--- src/rtl/tinytout_pkg.sv ---
// tinytout_pkg: shared widths and writeback source encoding for the integer core.
package tinytout_pkg;
  localparam int XLEN       = 32;
  localparam int REG_ADDR_W = 5;
  localparam int NUM_REGS   = 1 << REG_ADDR_W;
  typedef enum logic [1:0] {WB_NONE, WB_ALU, WB_LSU} wb_src_e;
endpackage

--- src/rtl/regfile_writeback_unit_if.sv ---
// regfile_writeback_unit_if: result handshakes, issue hazard query and register-file write port.
interface regfile_writeback_unit_if
  import tinytout_pkg::*;
#(
  parameter int DATA_W = XLEN,
  parameter int ADDR_W = REG_ADDR_W,
  parameter int CNT_W  = 16
);
  logic                 alu_valid;
  logic                 alu_ready;
  logic [ADDR_W-1:0]    alu_rd;
  logic [DATA_W-1:0]    alu_data;
  logic                 lsu_valid;
  logic                 lsu_ready;
  logic [ADDR_W-1:0]    lsu_rd;
  logic [DATA_W-1:0]    lsu_data;
  logic                 iss_valid;
  logic [ADDR_W-1:0]    iss_rs1;
  logic [ADDR_W-1:0]    iss_rs2;
  logic                 iss_rs1_used;
  logic                 iss_rs2_used;
  logic [ADDR_W-1:0]    iss_rd;
  logic                 iss_stall;
  logic                 rf_we;
  logic [ADDR_W-1:0]    rf_waddr;
  logic [DATA_W-1:0]    rf_wdata;
  logic [2**ADDR_W-1:0] busy_mask;
  logic [CNT_W-1:0]     wb_count;
  modport master (
    output alu_valid, alu_rd, alu_data, lsu_valid, lsu_rd, lsu_data,
    output iss_valid, iss_rs1, iss_rs2, iss_rs1_used, iss_rs2_used, iss_rd,
    input  alu_ready, lsu_ready, iss_stall, rf_we, rf_waddr, rf_wdata, busy_mask, wb_count
  );
  modport slave (
    input  alu_valid, alu_rd, alu_data, lsu_valid, lsu_rd, lsu_data,
    input  iss_valid, iss_rs1, iss_rs2, iss_rs1_used, iss_rs2_used, iss_rd,
    output alu_ready, lsu_ready, iss_stall, rf_we, rf_waddr, rf_wdata, busy_mask, wb_count
  );
endinterface

--- src/rtl/wb_scoreboard.sv ---
// wb_scoreboard: per-register busy bits reserved at issue, released on writeback; drives the issue stall.
module wb_scoreboard #(
  parameter int ADDR_W = 5
) (
  input  logic                 clk,
  input  logic                 rst,
  input  logic                 i_iss_valid,
  input  logic [ADDR_W-1:0]    i_rs1,
  input  logic [ADDR_W-1:0]    i_rs2,
  input  logic                 i_rs1_used,
  input  logic                 i_rs2_used,
  input  logic [ADDR_W-1:0]    i_iss_rd,
  input  logic                 i_clr_en,
  input  logic [ADDR_W-1:0]    i_clr_rd,
  output logic                 o_stall,
  output logic [2**ADDR_W-1:0] o_busy
);
  localparam int N = 2**ADDR_W;
  localparam logic [N-1:0] ONE = N'(1);
  logic [N-1:0] r_busy;
  logic [N-1:0] w_set;
  logic [N-1:0] w_clr;
  logic         w_set_en;
  always_comb begin
    o_stall  = i_iss_valid & ((i_rs1_used & r_busy[i_rs1]) | (i_rs2_used & r_busy[i_rs2]) | r_busy[i_iss_rd]);
    w_set_en = i_iss_valid & !o_stall & (i_iss_rd != '0);
    w_set    = w_set_en ? ONE << i_iss_rd : '0;
    w_clr    = i_clr_en ? ONE << i_clr_rd : '0;
  end
  // Set is OR-ed after the clear so a same-cycle reservation survives the release.
  always_ff @(posedge clk or posedge rst)
    if (rst) r_busy <= '0;
    else     r_busy <= w_set | (r_busy & ~w_clr);
  assign o_busy = r_busy;
  // A write must target a reserved register (or one being reserved this very cycle).
  a_write_reserved: assert property (@(posedge clk) disable iff (rst)
    i_clr_en |-> (r_busy[i_clr_rd] || w_set[i_clr_rd]))
    else $error("writeback to unreserved register x%0d", i_clr_rd);
endmodule

--- src/rtl/regfile_writeback_unit.sv ---
// regfile_writeback_unit: LSU-over-ALU arbitration onto the register-file write port,
// registered write stage, saturating commit counter and RAW/WAW scoreboard.
module regfile_writeback_unit
  import tinytout_pkg::*;
#(
  parameter int DATA_W = XLEN,
  parameter int ADDR_W = REG_ADDR_W,
  parameter int CNT_W  = 16
) (
  input logic clk,
  input logic rst,
  regfile_writeback_unit_if.slave bus
);
  wb_src_e           w_src;
  logic [ADDR_W-1:0] w_rd;
  logic [DATA_W-1:0] w_data;
  logic              w_wr;
  logic              r_we;
  logic [ADDR_W-1:0] r_waddr;
  logic [DATA_W-1:0] r_wdata;
  logic [CNT_W-1:0]  r_cnt;
  assign bus.lsu_ready = 1'b1;
  assign bus.alu_ready = !bus.lsu_valid;
  always_comb begin
    w_src  = bus.lsu_valid ? WB_LSU : (bus.alu_valid ? WB_ALU : WB_NONE);
    w_rd   = (w_src == WB_LSU) ? bus.lsu_rd : bus.alu_rd;
    w_data = (w_src == WB_LSU) ? bus.lsu_data : bus.alu_data;
    w_wr   = (w_src != WB_NONE) && (w_rd != '0);
  end
  // Address/data hold their last value when nothing is written (x0 results are swallowed).
  always_ff @(posedge clk or posedge rst)
    if (rst) begin
      r_we    <= 1'b0;
      r_waddr <= '0;
      r_wdata <= '0;
      r_cnt   <= '0;
    end else begin
      r_we <= w_wr;
      if (w_wr) begin
        r_waddr <= w_rd;
        r_wdata <= w_data;
      end
      if (w_wr && r_cnt != '1) r_cnt <= r_cnt + 1'b1;
    end
  wb_scoreboard #(.ADDR_W(ADDR_W)) u_sb (
    .clk          (clk),
    .rst          (rst),
    .i_iss_valid  (bus.iss_valid),
    .i_rs1        (bus.iss_rs1),
    .i_rs2        (bus.iss_rs2),
    .i_rs1_used   (bus.iss_rs1_used),
    .i_rs2_used   (bus.iss_rs2_used),
    .i_iss_rd     (bus.iss_rd),
    .i_clr_en     (w_wr),
    .i_clr_rd     (w_rd),
    .o_stall      (bus.iss_stall),
    .o_busy       (bus.busy_mask)
  );
  assign bus.rf_we    = r_we;
  assign bus.rf_waddr = r_waddr;
  assign bus.rf_wdata = r_wdata;
  assign bus.wb_count = r_cnt;
endmodule

--- src/flat_wrapper.sv ---
// flat-port wrapper written by rule: the top's interface ports become plain ports
module regfile_writeback_unit_flat import tinytout_pkg::*;
#(
  parameter int DATA_W = XLEN,
  parameter int ADDR_W = REG_ADDR_W,
  parameter int CNT_W  = 16
)
  (clk, rst, bus_alu_valid, bus_alu_rd, bus_alu_data, bus_lsu_valid, bus_lsu_rd, bus_lsu_data, bus_iss_valid, bus_iss_rs1, bus_iss_rs2, bus_iss_rs1_used, bus_iss_rs2_used, bus_iss_rd, bus_alu_ready, bus_lsu_ready, bus_iss_stall, bus_rf_we, bus_rf_waddr, bus_rf_wdata, bus_busy_mask, bus_wb_count);
  regfile_writeback_unit_if #(.DATA_W(DATA_W), .ADDR_W(ADDR_W), .CNT_W(CNT_W)) bus_i ();
  input logic clk;
  input logic rst;
  input wire logic [$bits(bus_i.alu_valid)-1:0] bus_alu_valid;
  input wire logic [$bits(bus_i.alu_rd)-1:0] bus_alu_rd;
  input wire logic [$bits(bus_i.alu_data)-1:0] bus_alu_data;
  input wire logic [$bits(bus_i.lsu_valid)-1:0] bus_lsu_valid;
  input wire logic [$bits(bus_i.lsu_rd)-1:0] bus_lsu_rd;
  input wire logic [$bits(bus_i.lsu_data)-1:0] bus_lsu_data;
  input wire logic [$bits(bus_i.iss_valid)-1:0] bus_iss_valid;
  input wire logic [$bits(bus_i.iss_rs1)-1:0] bus_iss_rs1;
  input wire logic [$bits(bus_i.iss_rs2)-1:0] bus_iss_rs2;
  input wire logic [$bits(bus_i.iss_rs1_used)-1:0] bus_iss_rs1_used;
  input wire logic [$bits(bus_i.iss_rs2_used)-1:0] bus_iss_rs2_used;
  input wire logic [$bits(bus_i.iss_rd)-1:0] bus_iss_rd;
  output wire logic [$bits(bus_i.alu_ready)-1:0] bus_alu_ready;
  output wire logic [$bits(bus_i.lsu_ready)-1:0] bus_lsu_ready;
  output wire logic [$bits(bus_i.iss_stall)-1:0] bus_iss_stall;
  output wire logic [$bits(bus_i.rf_we)-1:0] bus_rf_we;
  output wire logic [$bits(bus_i.rf_waddr)-1:0] bus_rf_waddr;
  output wire logic [$bits(bus_i.rf_wdata)-1:0] bus_rf_wdata;
  output wire logic [$bits(bus_i.busy_mask)-1:0] bus_busy_mask;
  output wire logic [$bits(bus_i.wb_count)-1:0] bus_wb_count;
  assign bus_i.alu_valid = bus_alu_valid;
  assign bus_i.alu_rd = bus_alu_rd;
  assign bus_i.alu_data = bus_alu_data;
  assign bus_i.lsu_valid = bus_lsu_valid;
  assign bus_i.lsu_rd = bus_lsu_rd;
  assign bus_i.lsu_data = bus_lsu_data;
  assign bus_i.iss_valid = bus_iss_valid;
  assign bus_i.iss_rs1 = bus_iss_rs1;
  assign bus_i.iss_rs2 = bus_iss_rs2;
  assign bus_i.iss_rs1_used = bus_iss_rs1_used;
  assign bus_i.iss_rs2_used = bus_iss_rs2_used;
  assign bus_i.iss_rd = bus_iss_rd;
  assign bus_alu_ready = bus_i.alu_ready;
  assign bus_lsu_ready = bus_i.lsu_ready;
  assign bus_iss_stall = bus_i.iss_stall;
  assign bus_rf_we = bus_i.rf_we;
  assign bus_rf_waddr = bus_i.rf_waddr;
  assign bus_rf_wdata = bus_i.rf_wdata;
  assign bus_busy_mask = bus_i.busy_mask;
  assign bus_wb_count = bus_i.wb_count;
  regfile_writeback_unit #(.DATA_W(DATA_W), .ADDR_W(ADDR_W), .CNT_W(CNT_W)) u_core (.clk(clk), .rst(rst), .bus(bus_i));
endmodule
--- config.mk ---
export PLATFORM = sky130hd
export DESIGN_NAME = regfile_writeback_unit_flat
export DESIGN_NICKNAME = d
export VERILOG_FILES = /design/src/rtl/tinytout_pkg.sv /design/src/rtl/regfile_writeback_unit_if.sv /design/src/rtl/wb_scoreboard.sv /design/src/rtl/regfile_writeback_unit.sv /design/src/flat_wrapper.sv
export SDC_FILE = /design/constraint.sdc
export NUM_CORES = 1
export LEC_CHECK = 0
export CAP_MARGIN = 30
export CORE_MARGIN = 1.5
export CORE_UTILIZATION = 25
export CTS_CLUSTER_SIZE = 40
export DETAILED_ROUTE_END_ITERATION = 12
export GPL_TIMING_DRIVEN = 0
export PLACE_DENSITY = 0.52
export SLEW_MARGIN = 20
export SYNTH_ARGS = -nofsm -noshare
export SYNTH_HDL_FRONTEND = slang
export SYNTH_SLANG_ARGS = --single-unit
--- constraint.sdc ---
create_clock -name clk -period 3.6 [get_ports clk]
set_input_delay 0.72 -clock clk [delete_from_list [all_inputs] [get_ports clk]]
set_output_delay 0.72 -clock clk [all_outputs]
set_load 0.05 [all_outputs]
Word level (Yosys, flattened, before mapping) --
Cells that the tools add are included.
Storage, ports and cells: register bits after elaboration 86, bits of input ports 96
Operators by class: add/subtract/negate cells 1, $lt $le $gt $ge 3, equality and inequality tests 2, shift-type cells 2, mux-type cells 12, bitwise gates (word level) 10, reductions and logical operators 7
Operator list (number):
- 2-to-1 mux 32 bit | 3
- left shift 1 x 5 -> 32 bit (first input constant) | 2
- AND 32 bit | 1
- inverter 32 bit | 1
- OR 32 bit | 1
- less-than comparator 5 x 6 -> 1 bit (second input constant) | 3
- adder 16 x 1 -> 16 bit (second input constant) | 1
- inequality test 16 bit (second input constant) | 1
- binary-select mux 1 bit (select 5 bit) | 3
- nonzero test 5 bit | 2
- AND 1 bit | 5
- 2-to-1 mux 5 bit | 1
- 2-to-1 mux 1 bit | 4
- equality test 2 bit (second input constant) | 1
- logical AND 1 bit | 2
- zero test 1 bit | 2
- 2-to-1 mux 2 bit | 1
- OR 1 bit | 2
- nonzero test 2 bit | 1

Depth between registers and ports, before layout --
word-level depth 11, gate-level depth with buffers 9

By module --
A second synthesis with hierarchy kept.
Second synthesis, totals: cells, all modules 502, area, all modules 5201.2 um2
By module, submodules not included:
- regfile_writeback_unit | instances 1, cells an instance 254, area each 2667.6 um2
- wb_scoreboard | instances 1, cells an instance 248, area each 2533.7 um2

Worst setup path after synthesis --
OpenSTA, ideal clock, no wires.
path type in2out, start point input bus_iss_rd[0], end point output bus_iss_stall, data arrival time 2517 ps, data required time 2880 ps, setup slack 363 ps, stages 8, cells stage by stage buf_2 > buf_2 > mux4_2 > nor2b_1 > a211o_1 > nand2_1 > mux2i_1 > o21a_1
On the way: word-level cells in the longest chain between the ends 4
Ends and longest elaborated chain:
- start: declaration | line flat_wrapper.sv:23 | input wire logic [$bits(bus_i.iss_rd)-1:0] bus_iss_rd;
- binary-select mux 1 bit (select 5 bit) | line wb_scoreboard.sv:25 | o_stall = i_iss_valid & ((i_rs1_used & r_busy[i_rs1]) | (i_rs2_used & r_busy[i_rs2]) | r_busy[i_iss_rd]);
- 2-to-1 mux 1 bit (implied by the code) | line wb_scoreboard.sv:25
- OR 1 bit | line wb_scoreboard.sv:25
- AND 1 bit | line wb_scoreboard.sv:25
- end: declaration | line flat_wrapper.sv:26 | output wire logic [$bits(bus_i.iss_stall)-1:0] bus_iss_stall;
No other way between the ends. The select of a mux whose other input is x is not followed.

Final worst setup path --
start point input bus_iss_rs2[1], end point output bus_iss_stall
On the way: word-level cells in the longest chain between the ends 6
Ends and longest elaborated chain:
- start: declaration | line flat_wrapper.sv:20 | input wire logic [$bits(bus_i.iss_rs2)-1:0] bus_iss_rs2;
- binary-select mux 1 bit (select 5 bit) | line wb_scoreboard.sv:25
- 2-to-1 mux 1 bit (implied by the code) | line wb_scoreboard.sv:25
- AND 1 bit | line wb_scoreboard.sv:25
- OR 1 bit (2 in series) | line wb_scoreboard.sv:25
- AND 1 bit | line wb_scoreboard.sv:25
No other way between the ends. The select of a mux whose other input is x is not followed.

==> key figures <==
GRT
  – Gr usage total: 0.165
  – Largest net degree at the start of global routing: 56
  – Vias in the first global route: 4694
  – Congestion Overflow GR: 0
  – Initial antenna violation count: 1
  – First-pass GRT wire length: 25700 µm

Logic synthesis
  – Syn Area/Cell: 10.3 µm²
  – Mapped Area: 0.00489 mm²
  – Post-synth EDFFs: 0
  – Distinct cells, synth: 50
  – Area leader, netlist: dfrtp_1
  – Largest cells by area after synthesis: dfrtp_1, mux4_2, mux2i_1
  – Synth Instances: 473
  – Seq cells post-synth: 86
  – Post-synthesis async set-or-reset flop share: 1.00
  – Synth Net Count: 570
  – Top cell type's share of synthesized area: 0.440
  – YS warnings: 0
  – Most used DFF post-synth: dfrtp_1
  – Register area share after synthesis: 0.440

STA
  – RSZ-0062 raised after global routing: no
  – Tmin final: 3.48 ns
  – Setup ws final: 0.125 ns
  – Final setup vio count: 0
  – Worst Max-Slew Pin Slew: 0.795 ns
  – Setup TNS: 0 ns
  – Max Clock Skew: 0.00440 ns
  – Max Freq: 0.288 GHz
  – Final hold vios: 0
  – Slew Limit Fails: 0
  – Final Cycle Share: 0.965
  – Worst slew margin: 0.468

Place
  – Cells after DPL: 908
  – Placed cell area: 0.00699 mm²
  – Buffers on Ports: 174
  – Final GP Congestion: 0.868
  – HPWL after DPL: 12700 µm
  – DP Worst Slack: -0.813 ns

Run status
  – Outcome: finished, final reports clean

Floorplanning
  – Total die area: 0.0204 mm²
  – # IOs: 185
  – Core Region: 0.0190 mm²
  – Chip width: 143 µm
  – Starting density of the core: 0.258
  – Die height: 143 µm
  – Row cnt: 50

CTS
  – TritonCTS Buffers: 9
  – Clock Latency Late Sink: 0.34 ns
  – Setup Fix Bufs, Post-CTS: 0
  – Clock buffer depth: 2
  – CTS resizes: 16
  – H-tree levels: 3
  – Clk sink count: 86
  – Root Driver: clkbuf_16
  – Clk slew on worst S/H paths: 0.06 ns
  – Hold-fix buffers, CTS: 0
  – CTS tree: yes

Worst setup path
  – Setup CP Type: in2out
  – Critical Path Fanout Max: 8
  – FF-to-FF setup slack: 1.26 ns
  – Slowest-stage cell, CP: mux4_2
  – Critical Path AT: 2.76 ns
  – Worst R2R Start: u_core.u_sb.o_busy[0]$_DFF_PP0_
  – Setup crit end: bus_iss_stall
  – Startpoint class of the critical path: input port
  – Cells on worst reg2reg path: 7
  – CP max stage delay: 0.50 ns
  – Reg2Reg Capture Point: u_core.u_sb.o_busy[16]$_DFF_PP0_
  – Worst Setup End Kind: output pin
  – CP cell instances: buf_6 -> mux4_2 -> nor2b_1 -> a211o_1 -> a32oi_4 -> nand2_2 -> o21a_1 -> buf_2
  – Critical Path RT: 2.88 ns
  – Critical path origin: bus_iss_rs2[1]

Drt
  – # DRC: 0
  – Routed Antenna Nets: 0
  – Vias after detailed routing: 4536
  – DR vias/cell: 4.91
  – Routed WL: 16000 µm
  – Routed wire length per instance: 17.4 µm
  – Initial DRC count: 257
  – Drt first pass iters: 5

Power and ir drop
  – Reg power frac: 0.326
  – Clock share of power: 0.233
  – Combinational power share: 0.441
  – Switching share of power: 0.414
  – Static leakage: 2.91 nW
  – Internal Power: 0.00256 W
  – Power Density: 596 mW/mm²
  – Switching Power: 0.00181 W
  – Max rail drop VDD: 0.448 mV

Finish
  – Synth-to-layout area growth: 49.9%
  – Final net count: 756
  – Fillers: 1869
  – Storage cell area: 0.00215 mm²
  – Final instance area: 0.00733 mm²
  – Share of layout cells above drive strength 1: 0.0995
  – Antenna cells: 0
  – Multi-input logic area: 0.00257 mm²
  – Finished Layout Cells: 923

Flow run
  – MaxCap Viol Count: 0

Hold path
  – Hold WC Path Type: reg2reg
-- cell usage after synthesis, types with 2 or more instances --
library cell  number
dfrtp_1           86
nand4b_1           3
and3_1             5
mux4_2            24
mux2i_1           42
nand3_1           17
nor2b_1            7
buf_2              8
nor4_1             2
inv_1              8
xor2_1             3
buf_6              2
nand2_1           61
nand4_1           16
xnor2_1           11
a31oi_1            3
o31ai_1            8
o21ai_0           67
a22o_1             3
buf_1              4
o21ai_1           14
o22a_1             2
clkinv_1           2
nor3_1             4
a211o_1            3
mux2_2             3
clkbuf_1          14
nand2b_1           3
and4_1             2
nor2_1            17
nor3b_1            4
o21a_1             4
o22ai_1            4
-- worst min path at each step --
stage                                             start                             endpoint  slack, ns  cells after the start
detailed placement  u_core.bus.rf_wdata[20]$_DFFE_PP0P_  u_core.bus.rf_wdata[20]$_DFFE_PP0P_       0.47                      2
floorplan           u_core.bus.rf_wdata[10]$_DFFE_PP0P_  u_core.bus.rf_wdata[10]$_DFFE_PP0P_       0.76                      2
finish               u_core.bus.rf_wdata[5]$_DFFE_PP0P_   u_core.bus.rf_wdata[5]$_DFFE_PP0P_       0.48                      2
global route        u_core.bus.rf_wdata[26]$_DFFE_PP0P_  u_core.bus.rf_wdata[26]$_DFFE_PP0P_       0.51                      2
CTS                 u_core.bus.rf_wdata[20]$_DFFE_PP0P_  u_core.bus.rf_wdata[20]$_DFFE_PP0P_       0.48                      2
global placement     u_core.bus.rf_wdata[6]$_DFFE_PP0P_   u_core.bus.rf_wdata[6]$_DFFE_PP0P_       0.46                      2
-- registers in the layout (all words and copies together) (netlist names) --
| name | flops |
|---|---|
| u_core.bus.rf_waddr | 5 |
| u_core.bus.rf_wdata | 32 |
| u_core.bus.rf_we | 1 |
| u_core.bus.wb_count | 16 |
| u_core.u_sb.o_busy | 32 |
-- placed cells by master, fill, tap and decap left out, types with 4 or more instances in the layout --
| cell type | instances |
|---|---|
| clkdlybuf4s50_1 | 171 |
| dfrtp_1 | 86 |
| o21ai_0 | 67 |
| nand2_1 | 61 |
| mux2i_1 | 42 |
| mux4_2 | 24 |
| nor2_1 | 17 |
| nand3_1 | 17 |
| nand4_1 | 16 |
| o21ai_1 | 14 |
| clkbuf_1 | 12 |
| xnor2_1 | 11 |
| clkbuf_16 | 9 |
| buf_2 | 8 |
| o31ai_1 | 8 |
| inv_1 | 7 |
| nor2b_1 | 7 |
| and3_1 | 5 |
| nor3b_1 | 4 |
| nor3_1 | 4 |
| o21a_1 | 4 |
| buf_1 | 4 |
| o22ai_1 | 4 |
-- power groups by stage --
stage / clock network (W) / registers, W / logic (W)
finish: 0.00102 / 0.00142 / 0.00193
detailed placement: 0 / 0.00143 / 0.00194
CTS: 0.00105 / 0.00142 / 0.00194
global placement: 0 / 0.00143 / 0.00192
global route: 0.00110 / 0.00147 / 0.00203
floorplan: 0 / 0.00206 / 0.000558
-- cell families after synthesis --
family | share of synthesized area
buffers and inverters | 0.0358
muxes | 0.206
xor gates and xnor gates | 0.0251
DFF | 0.440
adders and majority gates | 0.00256
other | 0.000767
and+or+nand+nor | 0.148
AOI/OAI and AO/OA | 0.142
-- per-layer routing --
layer	global-route usage	share of wire
met1	0.211	0.44
met2	0.264	0.46
met3	0.0567	0.089
met4	0.0521	0.017
met5	0	0
-- stage by stage --
stage	total power (W)	utilization	hold slack [ns]
5_1_grt	0.00460	0.387	0.507
3_3_place_gp	0.00334	0.367	0.464
4_1_cts	0.00442	0.387	0.485
3_5_place_dp	0.00337	0.369	0.470
2_1_floorplan	0.00262	-	0.759
6_report	0.00437	0.387	0.476
-- worst max-delay path, delay by kind of cell --
family	cells	cell delay, ns
muxes	1	0.50
buffers and inverters	2	0.35
and+or+nand+nor	2	0.32
AOI/OAI and AO/OA	3	0.86
-- layout make-up --
cell class / count / area share
multi-input cells: 348 / 0.351
flip-flops and latches: 86 / 0.294
repair buffers: 175 / 0.241
well taps: 260 / 0.0444
clock buffers: 12 / 0.0350
plain buffers: 29 / 0.0208
clock inverters: 3 / 0.00922
inverters: 10 / 0.00546
No activity file was read; power rests on OpenSTA's default activity.
